<file path="config.mk">
export PLATFORM = sky130hd
export DESIGN_NAME = regfile_mp
export DESIGN_NICKNAME = d
export VERILOG_FILES = /design/src/rtl/regfile_pkg.sv /design/src/rtl/regfile_scoreboard.sv /design/src/rtl/regfile_mp.sv
export SDC_FILE = /design/constraint.sdc
export NUM_CORES = 2
export LEC_CHECK = 0
export BUFFER_PORTS_ARGS = -buffer_cell sky130_fd_sc_hd__buf_2
export CORE_ASPECT_RATIO = 1.4
export CORE_MARGIN = 2
export CORE_UTILIZATION = 24
export CTS_BUF_LIST = sky130_fd_sc_hd__clkbuf_8 sky130_fd_sc_hd__clkbuf_16
export CTS_CLUSTER_DIAMETER = 150
export CTS_CLUSTER_SIZE = 8
export DETAILED_ROUTE_END_ITERATION = 12
export PLACE_DENSITY = 0.46
export SLEW_MARGIN = 25
export SYNTH_ARGS = -nofsm -noshare
export SYNTH_HDL_FRONTEND = slang
export SYNTH_HIERARCHICAL = 1
export SYNTH_SLANG_ARGS = --single-unit
</file>
<file path="constraint.sdc">
create_clock -name clk -period 3.6 [get_ports clk]
set_input_delay 0.54 -clock clk [delete_from_list [all_inputs] [get_ports clk]]
set_output_delay 0.54 -clock clk [all_outputs]
set_load 0.05 [all_outputs]
</file>
<file path="src/rtl/regfile_pkg.sv">
// Shared constants and helpers for the regfile_mp register file.
// Optional build macro used by the register file: REGFILE_BYPASS_EN.
package regfile_pkg;

    localparam int unsigned ZERO_REG  = 0;
    localparam int unsigned DEF_WIDTH = 32;
    localparam int unsigned DEF_DEPTH = 32;
    localparam int unsigned DEF_NREAD = 2;

    // An address names a real, writable register: not the zero register and inside the array.
    function automatic logic addr_valid(input int unsigned addr, input int unsigned depth);
        return (addr != ZERO_REG) && (addr < depth);
    endfunction

endpackage

</file>
<file path="src/rtl/regfile_scoreboard.sv">
// Pending-write scoreboard: one busy bit per architectural register.
// Issue sets a bit, writeback clears it; a same-edge set wins because a newer
// producer has been issued. Bit 0 and out-of-range addresses never match.
module regfile_scoreboard
    import regfile_pkg::*;
#(
    parameter int unsigned DEPTH = DEF_DEPTH,
    parameter int unsigned AW    = $clog2(DEPTH)
) (
    input  logic             clk,
    input  logic             rst,
    input  logic             set_en_i,
    input  logic [AW-1:0]    set_addr_i,
    input  logic             clr_en_i,
    input  logic [AW-1:0]    clr_addr_i,
    output logic [DEPTH-1:0] busy_o
);

    logic [DEPTH-1:0] busy_q;
    logic [DEPTH-1:0] busy_d;

    // Next busy state: clear on writeback first, then let issue override it.
    always_comb begin
        busy_d    = busy_q;
        busy_d[0] = 1'b0;
        for (int i = 1; i < int'(DEPTH); i++) begin
            if (clr_en_i && (clr_addr_i == AW'(i))) begin
                busy_d[i] = 1'b0;
            end
            if (set_en_i && (set_addr_i == AW'(i))) begin
                busy_d[i] = 1'b1;
            end
        end
    end

    // Busy bit register, cleared immediately by the active-low reset.
    always_ff @(posedge clk or negedge rst) begin
        if (!rst) begin
            busy_q <= '0;
        end else begin
            busy_q <= busy_d;
        end
    end

    assign busy_o = busy_q;

endmodule

</file>
<file path="src/rtl/regfile_mp.sv">
// Multi-read-port register file with integrated pending-write scoreboard.
// Register 0 reads as zero. Build macro REGFILE_BYPASS_EN enables same-edge
// write-to-read forwarding; without it a colliding read returns the old value
// and the pre-edge busy bit, so the consumer re-reads.
module regfile_mp
    import regfile_pkg::*;
#(
    parameter  int unsigned WIDTH = DEF_WIDTH,
    parameter  int unsigned DEPTH = DEF_DEPTH,
    parameter  int unsigned NREAD = DEF_NREAD,
    localparam int unsigned AW    = $clog2(DEPTH)
) (
    input  logic                   clk,
    input  logic                   rst,
    input  logic [NREAD-1:0]       rd_en,
    input  logic [NREAD*AW-1:0]    rd_addr,
    output logic [NREAD*WIDTH-1:0] rd_data,
    output logic [NREAD-1:0]       rd_valid,
    output logic [NREAD-1:0]       rd_busy,
    input  logic                   wr_en,
    input  logic [AW-1:0]          wr_addr,
    input  logic [WIDTH-1:0]       wr_data,
    input  logic                   sb_set_en,
    input  logic [AW-1:0]          sb_set_addr,
    output logic [DEPTH-1:0]       busy_vec
);

    logic [WIDTH-1:0] mem_q [DEPTH];
    logic             wr_ok;
    logic [DEPTH-1:0] busy_w;

    assign wr_ok = wr_en && addr_valid(32'(wr_addr), DEPTH);

    // Register array: whole-array clear on reset, one write per edge.
    always_ff @(posedge clk or negedge rst) begin
        if (!rst) begin
            for (int i = 0; i < int'(DEPTH); i++) begin
                mem_q[i] <= '0;
            end
        end else if (wr_ok) begin
            mem_q[wr_addr] <= wr_data;
        end
    end

    regfile_scoreboard #(
        .DEPTH (DEPTH),
        .AW    (AW)
    ) u_sb (
        .clk        (clk),
        .rst        (rst),
        .set_en_i   (sb_set_en),
        .set_addr_i (sb_set_addr),
        .clr_en_i   (wr_ok),
        .clr_addr_i (wr_addr),
        .busy_o     (busy_w)
    );

    assign busy_vec = busy_w;

    for (genvar gi = 0; gi < int'(NREAD); gi++) begin : g_rd
        logic [AW-1:0]    addr_w;
        logic [WIDTH-1:0] data_d;
        logic [WIDTH-1:0] data_q;
        logic             busy_d;
        logic             busy_q;
        logic             valid_q;

        assign addr_w = rd_addr[gi*AW +: AW];

        // Read value for this port: zero for invalid addresses, else array (or forwarded write).
        always_comb begin
            data_d = '0;
            busy_d = 1'b0;
            if (addr_valid(32'(addr_w), DEPTH)) begin
`ifdef REGFILE_BYPASS_EN
                if (wr_ok && (wr_addr == addr_w)) begin
                    data_d = wr_data;
                    busy_d = sb_set_en && (sb_set_addr == addr_w);
                end else begin
                    data_d = mem_q[addr_w];
                    busy_d = busy_w[addr_w];
                end
`else
                data_d = mem_q[addr_w];
                busy_d = busy_w[addr_w];
`endif
            end
        end

        // Output registers: valid pulses per request, data and busy hold when idle.
        always_ff @(posedge clk or negedge rst) begin
            if (!rst) begin
                data_q  <= '0;
                busy_q  <= 1'b0;
                valid_q <= 1'b0;
            end else begin
                valid_q <= rd_en[gi];
                if (rd_en[gi]) begin
                    data_q <= data_d;
                    busy_q <= busy_d;
                end
            end
        end

        assign rd_data[gi*WIDTH +: WIDTH] = data_q;
        assign rd_valid[gi]               = valid_q;
        assign rd_busy[gi]                = busy_q;
    end

endmodule

</file>
==> impl_metrics.ini <==
[power_and_ir_drop]
ir_worst_vdd_v = 0.000355
p_per_area_nw_per_um2 = 570
leakage_nw = 29.5

[grt]
grt_usage = 0.186
antenna_found_initial = 18
grt_max_degree = 118
top_usage_layer = met2
first_global_vias = 41600
grt_use_met2 = 0.310
use_met1 = 0.240
grtUsageMet3 = 0.0321
grt_first_pass_wirelength_mm = 335
grt_overflow = 0

[timing]
setup_viol = 0
final.setup.tns_ps = 0
max_slew_margin = 0.291
rsz0062_at_grt = false
worst_slack_ps = 1110
min_period_ps = 2490
fin_crit_sh = 0.692
worst_pin_slew_ps = 1060
hold_violations = 0
report.final.slew_viol_count = 0
fmax_mhz = 402
fin_skew_ps = 42.0
fin_hold_ws_ps = 149

[critical_path]
slowest_stage = dlygate4sd3_1
crit_start = rd_en[1]
setup.worst_path.class = in -> reg
endpoint = g_rd[1].data_q[9]
cpPeakStageDelay_ps = 520
rr_worst_depth = 5
cp_max_fo = 23
worst-r2r-setup-slack_ps = 1610
start_kind = input pin
required_ps = 4240
r2r_end = g_rd[0].busy_q
cp-end-kind = flop
cp_cell_sequence = dlygate4sd3_1 > buf_2 > clkinv_2 > buf_12 > buf_4 > a21oi_1 > o21ai_0 > a2111oi_0 > a21oi_1
r2r-start = u_sb/busy_o[10]
crit_top_cell = a21oi_1
worstPathArrival_ps = 3140

[place]
dp_hpwl_mm = 146
io_buffers = 156
place_congestion = 0.801
pre_cts_ws_ps = 611

[yosys]
async_reset_ff_frac = 1.00
synth-adder-area-share = 0
synthFlopType = dfrtp_1
synth_nets = 4223
synth_edf_count = 0
ys_seq_area_frac = 0.474
synth_compound_area_frac = 0.0519
syn_area_um2 = 59300
netlist_instances = 4165
syn_area_per_cell_um2 = 14.2
yosysTopAreaCellShare = 0.474
ys_ff_latch = 1123
synth_cell_types = 53
muxShareOfSynthArea = 0.412
yosys-top-cells-area = dfrtp_1, mux2_2, mux4_2
yosysTopAreaCell = dfrtp_1
yosysWarnings = 6
synth-xor-area-share = 0
synth_top_family_by_area = multiplexers
yosys.area_share.simple = 0.0298

[drt]
num_vias = 39400
wl_mm = 236
viasPerCell = 5.24
wl_per_cell_um = 31.3
ant_nets = 0
drtIter0Drc = 2893
first_pass_iters = 5
drc = 0

[clocking]
hold_buffers = 2
clockRootBuffer = clkbuf_16
ctsResizeCount = 0
tritoncts = done
cts.sinks = 1123
post_cts_buffers = 0
h-tree-depth = 4
insertion_delay_ps = 820
clock_path_buffers = 4
clkSlewWorstSetupHoldPaths_ps = 60
cts_buffers = 166

[layout]
area_growth_pct = 17.1
fin_nets = 4314
final_layout_size_suffix_gt1_frac = 0.495
fillCellCount = 24800

[floorplan]
row_count = 215
start_util = 0.242
boundaryPins = 158
chipWidth_um = 424
fp.dieH_um = 592
dieArea_um2 = 251000
core_um2 = 245000

[worst_hold_path]
hp-start = sb_set_addr[1]
hold_path_class = in -> reg

[outcome]
status = finished, final reports clean

[job]
max_cap_viol_count = 0
[where the power goes]
group	internal (mW)	switching [mW]	total (mW)
combinational	4.47	4.05	8.52
clock	8.24	5.73	14.0
sequential	15.1	2.02	17.1
[synth_stat cells (28+ instances only)]
| master | count |
|---|---|
| dfrtp_1 | 1123 |
| mux2_2 | 1087 |
| mux4_2 | 430 |
| clkbuf_1 | 277 |
| mux2i_1 | 248 |
| nor2_1 | 120 |
| a21oi_1 | 93 |
| buf_2 | 81 |
| o21ai_0 | 79 |
| o22ai_1 | 76 |
| nand2_1 | 74 |
| buf_1 | 60 |
| a2111oi_0 | 48 |
| o21ai_1 | 46 |
| nor2b_1 | 41 |
| nand2b_1 | 33 |
| a211o_1 | 32 |
| a22oi_1 | 28 |
[final cells by class]
type	count	area [um2]	share of cell area
Tap cell	3255	4070	0.0587
Clock buffer	170	4250	0.0613
Inverter	2	8.76	0.000126
Clock inverter	3	32.5	0.000469
Antenna cell	6	15.0	0.000216
Multi-Input combinational cell	2593	29500	0.426
Sequential cell	1123	28100	0.405
Timing Repair Buffer	370	3400	0.0489
[placed cells by master (no fill, tap or decap), drive strengths merged, types with 6 or more instances in the layout]
cell type and count:
mux4 430, a2111oi 48, clkbuf 170, a21oi 93, nor4 11, a31oi 19, o2111ai 13, nand3 6
nor2 120, o22ai 76, a211oi 6, nand2b 33, nor3b 14, mux2i 248, o211ai 20, a211o 32
a22oi 28, nor2b 41, buf 368, diode 6, mux2 1087, nand2 74, o21ai 125, or2 6
dfrtp 1123, nand3b 15, o31ai 8
[worst min-delay path by stage]
stage,to,slack [ps],cells after the start
global placement,mem_q[996],380,0
floorplan,g_rd[0].busy_q,240,0
global route,u_sb/busy_o[30],150,3
detailed placement,mem_q[1005],390,0
CTS,u_sb/busy_o[30],90,3
finish,u_sb/busy_o[7],150,3
[worst max-delay path, delay by kind of cell]
| family | cells | cell delay (ps) |
|---|---|---|
| AO/OA/AOI/OAI | 4 | 740 |
| buffers and inverters | 5 | 1800 |
[per-stage QoR]
step / util / power [mW] / std cells / instance area (um2)
6_report: 0.283 / 39.6 / 7522 / 69400
5_1_grt: 0.283 / 41.3 / 7521 / 69400
4_1_cts: 0.283 / 40.0 / 7516 / 69400
3_5_place_dp: 0.265 / 25.8 / 7341 / 65100
3_3_place_gp: 0.265 / 25.6 / 7341 / 65100
2_1_floorplan: - / 22.7 / 4165 / 59300
[metal layers]
layer / part of all wire / up-vias
met5: 0.00048 / -
met4: 0.042 / 16
met3: 0.053 / 438
met2: 0.48 / 1248
met1: 0.42 / 21600
li1: - / 16100
[cell families after synthesis]
group | Yosys count
mux | 1765
flops | 1123
compound gates | 481
buf+inv | 449
simple gates | 346
other cells | 1
[registers in the layout, indices dropped and copies added (netlist names)]
| signal | flops |
|---|---|
| g_rd.valid_q | 2 |
| g_rd.data_q | 64 |
| u_sb/busy_o | 31 |
| g_rd.busy_q | 2 |
| mem_q | 1024 |
Power figures use the tool's default switching activity.
